### config.mk
export PLATFORM = sky130hd
export DESIGN_NAME = dbus_arbiter
export DESIGN_NICKNAME = d
export VERILOG_FILES = /design/src/rtl/dbus_arbiter_pkg.sv /design/src/rtl/dbus_arbiter_rr_picker.sv /design/src/rtl/dbus_arbiter.sv
export SDC_FILE = /design/constraint.sdc
export NUM_CORES = 1
export LEC_CHECK = 0
export CORE_AREA = 3 3 117 119
export DETAILED_ROUTE_END_ITERATION = 10
export DIE_AREA = 0 0 120 122
export PLACE_DENSITY = 0.66
export SYNTH_ARGS = -nofsm -noshare
export SYNTH_HDL_FRONTEND = slang
export SYNTH_SLANG_ARGS = --single-unit
export TNS_END_PERCENT = 20
### constraint.sdc
create_clock -name clk -period 1.3 [get_ports clk]
set_clock_uncertainty 0.2 [all_clocks]
set_input_delay 0.13 -clock clk [delete_from_list [all_inputs] [get_ports clk]]
set_output_delay 0.13 -clock clk [all_outputs]
set_load 0.1 [all_outputs]
### src/rtl/dbus_arbiter_pkg.sv
// Shared types and sizing for the data_bus arbiter.
package dbus_arbiter_pkg;

  localparam int unsigned DBUS_ARB_MAX_MASTERS = 8;
  localparam int unsigned DBUS_ADDR_W          = 32;
  localparam int unsigned DBUS_DATA_W          = 32;

  typedef enum logic {ARB_IDLE, ARB_WAIT_RSP} arb_state_t;

  // Request payload carried alongside req on the data_bus.
  typedef struct packed {
    logic                   we;
    logic [DBUS_ADDR_W-1:0] addr;
    logic [DBUS_DATA_W-1:0] wdata;
  } dbus_req_t;

endpackage

### src/rtl/dbus_arbiter_rr_picker.sv
// Combinational round-robin picker: first requester at or above ptr, wrapping.
module rr_picker #(
  parameter int unsigned NUM_MASTERS = 2,
  parameter int unsigned PTR_W       = $clog2(NUM_MASTERS)
) (
  input  logic [NUM_MASTERS-1:0] req,
  input  logic [PTR_W-1:0]       ptr,
  output logic [PTR_W-1:0]       sel,
  output logic                   any
);

  int unsigned idx;

  // Scan farthest-to-nearest from ptr so the nearest requester wins.
  always_comb begin
    sel = '0;
    any = 1'b0;
    idx = 0;
    for (int unsigned k = 0; k < NUM_MASTERS; k++) begin
      idx = (32'(ptr) + NUM_MASTERS - 1 - k) % NUM_MASTERS;
      if (req[PTR_W'(idx)]) begin
        sel = PTR_W'(idx);
        any = 1'b1;
      end
    end
  end

endmodule

### src/rtl/dbus_arbiter.sv
// Shares one data_bus slave among NUM_MASTERS masters, one outstanding
// transaction, round-robin arbitration, response routed to the issuer.
// Optional protocol checks: define DBUS_ARB_CHECK_EN.
module dbus_arbiter
  import dbus_arbiter_pkg::*;
#(
  parameter int unsigned NUM_MASTERS = 2
) (
  input  logic                                    clk,
  input  logic                                    rst_n,
  input  logic [NUM_MASTERS-1:0]                  m_req,
  input  dbus_req_t [NUM_MASTERS-1:0]             m_cmd,
  output logic [NUM_MASTERS-1:0]                  m_gnt,
  output logic [NUM_MASTERS-1:0]                  m_rvalid,
  output logic [NUM_MASTERS-1:0][DBUS_DATA_W-1:0] m_rdata,
  output logic                                    s_req,
  output dbus_req_t                               s_cmd,
  input  logic                                    s_gnt,
  input  logic                                    s_rvalid,
  input  logic [DBUS_DATA_W-1:0]                  s_rdata,
  output logic                                    busy
);

  localparam int unsigned PTR_W = $clog2(NUM_MASTERS);

  arb_state_t       state_q, state_d;
  logic [PTR_W-1:0] owner_q, owner_d;
  logic [PTR_W-1:0] rr_ptr_q, rr_ptr_d;
  logic [PTR_W-1:0] sel;
  logic             any_req;
  logic             arb_active;
  logic             grant_fire;

  rr_picker #(
    .NUM_MASTERS(NUM_MASTERS),
    .PTR_W      (PTR_W)
  ) u_picker (
    .req(m_req),
    .ptr(rr_ptr_q),
    .sel(sel),
    .any(any_req)
  );

  // State, owner and round-robin pointer registers.
  always_ff @(posedge clk or negedge rst_n) begin
    if (!rst_n) begin
      state_q  <= ARB_IDLE;
      owner_q  <= '0;
      rr_ptr_q <= '0;
    end else begin
      state_q  <= state_d;
      owner_q  <= owner_d;
      rr_ptr_q <= rr_ptr_d;
    end
  end

  // Arbitration, request mux, grant/response demux and next state.
  always_comb begin
    state_d    = state_q;
    owner_d    = owner_q;
    rr_ptr_d   = rr_ptr_q;
    s_req      = 1'b0;
    s_cmd      = '0;
    m_gnt      = '0;
    m_rvalid   = '0;
    m_rdata    = '0;
    grant_fire = 1'b0;
    // A response frees the slot, so the next grant can overlap it.
    arb_active = (state_q == ARB_IDLE) || s_rvalid;

    if (arb_active && any_req) begin
      s_req      = 1'b1;
      s_cmd      = m_cmd[sel];
      m_gnt[sel] = s_gnt;
      grant_fire = s_gnt;
    end

    m_rdata[owner_q] = s_rdata;
    if (state_q == ARB_WAIT_RSP) begin
      m_rvalid[owner_q] = s_rvalid;
    end

    case (state_q)
      ARB_IDLE:     if (grant_fire) state_d = ARB_WAIT_RSP;
      ARB_WAIT_RSP: if (s_rvalid && !grant_fire) state_d = ARB_IDLE;
      default:      state_d = ARB_IDLE;
    endcase

    if (grant_fire) begin
      owner_d  = sel;
      rr_ptr_d = (sel == PTR_W'(NUM_MASTERS - 1)) ? '0 : sel + PTR_W'(1);
    end
  end

  assign busy = (state_q == ARB_WAIT_RSP);

`ifdef DBUS_ARB_CHECK_EN
  // Protocol checks on both sides of the arbiter.
  a_rvalid_in_idle: assert property (@(negedge clk) disable iff (!rst_n)
    !(state_q == ARB_IDLE && s_rvalid))
    else $error("dbus_arbiter: s_rvalid while idle");

  a_gnt_onehot: assert property (@(negedge clk) disable iff (!rst_n)
    $onehot0(m_gnt))
    else $error("dbus_arbiter: more than one gnt");

  a_gnt_needs_req: assert property (@(negedge clk) disable iff (!rst_n)
    (m_gnt & ~m_req) == '0)
    else $error("dbus_arbiter: gnt without req");

  for (genvar i = 0; i < NUM_MASTERS; i++) begin : g_hold
    a_hold_fields: assert property (@(negedge clk) disable iff (!rst_n)
      (m_req[i] && !m_gnt[i]) |=> (!m_req[i] || $stable(m_cmd[i])))
      else $error("dbus_arbiter: master %0d changed fields while waiting", i);
  end
`else
  // Protocol checks compiled out; behaviour unchanged.
`endif

endmodule

# After elaboration in Yosys (flattened, before gate mapping)
# Index checks and enable logic that the tools add are counted.
word_totals:
  regBits: 3
  latchBits: 0
  ram_bits: 0
  rom_bits: 0
  in_bits: 168
  output_inout_bits: 135
  elab_cells: 48
  memories: 0
op_classes:
  addsub: 4
  n_mul: 0
  n_div: 0
  order_cmp: 6
  eq_ne: 0
  shifts: 0
  n_mux: 25
  bitwise_logic: 4
  n_reduce_logical: 6
op_table:
  columns: ["op", "n"]
  rows:
  - ["two-way mux 65 bit", 3]
  - ["AND 64 bit", 1]
  - ["demux 32 bit (select 1 bit)", 1]
  - ["two-way mux 32 bit", 1]
  - ["two-way mux 1 bit", 15]
  - ["less-than comparator 1 x 2 -> 1 bit, second input constant", 4]
  - ["AND 2 bit", 2]
  - ["logical AND 1 bit", 4]
  - ["two-way mux 2 bit", 2]
  - ["adder 1 bit, second input constant", 2]
  - ["demux 1 bit (select 1 bit)", 2]
  - [">= comparator 1 bit, second input constant", 2]
  - ["case mux 1 bit (2 select lines)", 1]
  - ["subtractor 1 bit, second input constant", 2]
  - ["logical NOT 1 bit", 1]
  - ["logical OR 1 bit", 1]
  - ["inverter 1 bit", 1]

# Depth between registers and ports, before layout
depth:
  ltp_word: 12
  depth_mapped: 5
  depth_no_buf: 4

# Cells and area by module
# A second synthesis with hierarchy kept.
hier_totals:
  cells_unflattened: 237
  hier_area_um2: 1710.4
modules_own_cells:
  columns: ["mod", "n_inst", "cells_per_inst", "area_each_um2", "seq_area_each_um2"]
  rows:
  - ["dbus_arbiter", 1, 234, 1692.9, 75.1]
  - ["rr_picker", 1, 3, 17.5, 0.0]

# Least setup slack after synthesis
# Ideal clock, no wire load.
synth_path:
  path_type: "reg2out"
  from: "reg state_q (netlist: busy)"
  to: "out m_gnt[1]"
  arrival_time_ps: 3235
  required_ps: 970
  setup_slack_ps: -2265
  stages_incl_launch_ff: 4
  path_buffers: 0
  cell_sequence: "dfrtp_1 nand2b_1 nand3_2 nor3_1"
synth_via:
  elab_chain_len: 4
synth_lines:
  columns: ["item", "line", "rtl"]
  rows:
  - ["start: declaration", "dbus_arbiter.sv:26", "arb_state_t state_q, state_d;"]
  - ["start signal: assignment", "dbus_arbiter.sv:51", "state_q <= state_d;"]
  - ["inverter 1 bit", null, null]
  - ["logical OR 1 bit", "dbus_arbiter.sv:69", "arb_active = (state_q == ARB_IDLE) || s_rvalid;"]
  - ["logical AND 1 bit", "dbus_arbiter.sv:71", "if (arb_active && any_req) begin"]
  - ["two-way mux 2 bit", "dbus_arbiter.sv:71", null]
  - ["end: declaration", "dbus_arbiter.sv:13", "output logic [NUM_MASTERS-1:0] m_gnt,"]
# Every way passes these cells.

==> impl_metrics.csv <==
group,metric,value,unit
clocking,insertion_delay,0.23,ns
timing,max_freq,501,MHz
die,io_pins,303,
synth,syn-num-nets,489,
die,start_util,17.2,%
synth,netlist_area,2180,um^2
layout,layout-drive-gt1-share,51.1,%
clocking,htree_levels,1,
global_route,grt_pass1_vias,3836,
timing,min_period,2.00,ns
timing,slew_viol_final,0,
routing,ant_nets,0,
synth,yosys.area.top_type,"nand3b_1",
min_path,holdPathStages,5,
power,power.density,1210,nW/um^2
routing,via_per_inst,4.60,
synth,synth-adder-area-share,0,%
routing,firstDrtPassIters,5,
min_path,min_path_type,"in2reg",
timing,slew_headroom,72.7,%
routing,drt-initial-drc-count,100,
global_route,overflow,0,
timing,tightest_slew,0.405,ns
global_route,track_usage,18.4,%
setup_path,reg2reg_setup_slack,-0.33,ns
clocking,cts_root_buffer,"clkbuf_16",
clocking,clockBufferDepth,2,
routing,drc,0,
placed_design,dpl.hpwl,11800,um
job,drv_cap,0,
die,num_rows,41,
synth,synthXorXnorAreaFrac,0,%
setup_path,critPathCaptureType,"output port",
setup_path,setup.worst_path.start_class,"register",
global_route,antenna_found_initial,1,
setup_path,critPathArrivalTime,1.67,ns
outcome,status,"complete, but fails checks",
timing,finalHoldViolations,0,
die,die-height,122,um
power,power,9.42,mW
outcome,violations,"setup timing",
timing,rsz0062_at_grt,"yes",
routing,wl_per_cell,18.4,um
synth,syn_inst,321,
synth,synth-simple-area-share,44.3,%
die,coreArea,12700,um^2
routing,vias,3625,
global_route,grt_pass1_wl,21200,um
clocking,clock-sinks,3,
power,power_leakage,2.81,nW
synth,seq_area_frac_synth,3.44,%
clocking,cts_buffers,3,
die,dieArea,14600,um^2
synth,yosys_register_bits,3,
clocking,cts_tree,"done",
timing,setup_viol,137,
synth,yosysWarnings,0,
synth,avgSynthCellArea,6.80,um^2
setup_path,crit_required,0.97,ns
synth,synth_top_family_by_area,"simple AND/OR/NAND/NOR gates",
timing,period_share,154,%
synth,synth_top_area_share,22.4,%
layout,nNetsFinal,784,
die,die_x,120,um
power,peakVddDrop,0.480,mV
synth,synth_compound_area_share,38.0,%
setup_path,critPathMaxFanout,36,
clocking,path_clk_slew,0.03,ns
routing,drt_wl_total,14500,um
placed_design,dp.cells,778,
synth,ys_types,28,
placed_design,numPortBuffers,302,
setup_path,crit_type,"reg2out",
global_route,grt_max_degree,56,
setup_path,worstRegToRegCells,5,
timing,finalWorstSetupSlack,-0.697,ns
layout,final_cell_count_no_fill,788,
synth,synth_mux_area_share,0.516,%
layout,finalCoreUtilization,61.6,%
placed_design,place.gp.congestion,0.779,
layout,area_growth,258,%
synth,synthTopCellsByArea,"nand3b_1 22%, a21oi_2 16%, and2_1 9.2%",
[through the flow]
step	area, um^2	TNS [ns]	worst slack, ns	hold WS (ns)
after floorplan	2930	-82.33	-0.716	-0.366
after global placement	7530	-45.54	-0.662	0.127
after detailed placement	7530	-48.20	-0.734	0.129
after CTS	7800	-62.89	-0.709	0.428
after global routing	7800	-69.28	-0.776	0.469
final	7800	-60.96	-0.697	0.416
[cell usage after synthesis, drive strengths merged]
library cell,instances
a31oi,2
nor2b,33
a21oi,65
clkbuf,9
and3,1
buf,33
dfrtp,3
nand2b,1
nand3,1
o21ai,65
or2,1
nor2,3
nor3,1
inv,2
nand3b,65
nand2,3
mux2,1
and2,32
[placed cells by master (no fill, tap or decap), drive strengths merged, types with 3 or more instances in the layout]
cell type	instances
a21oi	65
and2	32
buf	165
clkbuf	4
clkdlybuf4s50	166
dfrtp	3
nand2	3
nand3b	65
nor2	3
nor2b	33
o21ai	65
[registers in the layout, summed over array words and instances (netlist names)]
signal	flops
busy	1
rr_ptr_q	1
owner_q	1
[where the power goes]
group / total [mW] / switching [mW] / internal (mW)
Sequential: 0.146 / 0.0318 / 0.114
Clock: 0.497 / 0.0916 / 0.405
Combinational: 8.78 / 5.45 / 3.32
[logic make-up (layout without fill, tap and decap cells)]
| kind of cell | count (synthesis) | count (layout) |
|---|---|---|
| simple gates | 141 | 141 |
| compound gates | 132 | 132 |
| mux | 1 | 1 |
| other cells | 0 | 1 |
| buf+inv | 44 | 338 |
| flops | 3 | 3 |
[worst max-delay path: stages (launching register included)]
cell	delay, ns
dfrtp_1	0.41
nor2b_4	0.21
buf_12	0.22
o21ai_0	0.18
a21oi_4	0.21
buf_12	0.19
[worst paths after layout]
kind                                       endpoint            startpoint
worst max-delay path                      s_cmd[59]  rr_ptr_q$_DFFE_PN0P_
worst min-delay path                 busy$_DFF_PN0_              m_req[1]
worst max register to register  owner_q$_DFFE_PN0P_  rr_ptr_q$_DFFE_PN0P_
worst min register to register  owner_q$_DFFE_PN0P_   owner_q$_DFFE_PN0P_
max in group asynchronous            busy$_DFF_PN0_                 rst_n
min in group asynchronous            busy$_DFF_PN0_                 rst_n
[layer usage]
metal  wire, um  GRT usage, %  vias to the layer above
li1           -             -                     1720
met1       4760          18.4                     1695
met2       8290          37.7                      192
met3       1150          4.74                       18
met4        300          4.37                        0
met5          0             0                        -
[area by class of cell]
class / count / area, um^2
inverter: 2 / 7.51
timing repair buffer: 332 / 4800
multi-input combinational: 274 / 2610
fill: 1009 / 4870
sequential: 3 / 80.1
clock buffer: 4 / 78.8
antenna: 1 / 2.50
tap: 172 / 215
[timing repair]
item,CTS,global route
endpoints found under the setup margin,138,138
pin swaps,2,10
gates cloned,2,0
hold buffers,1,0
gates resized for setup,51,16
endpoints found under the hold margin,3,0
buffers inserted,2,0
Power figures use the tool's default switching activity.
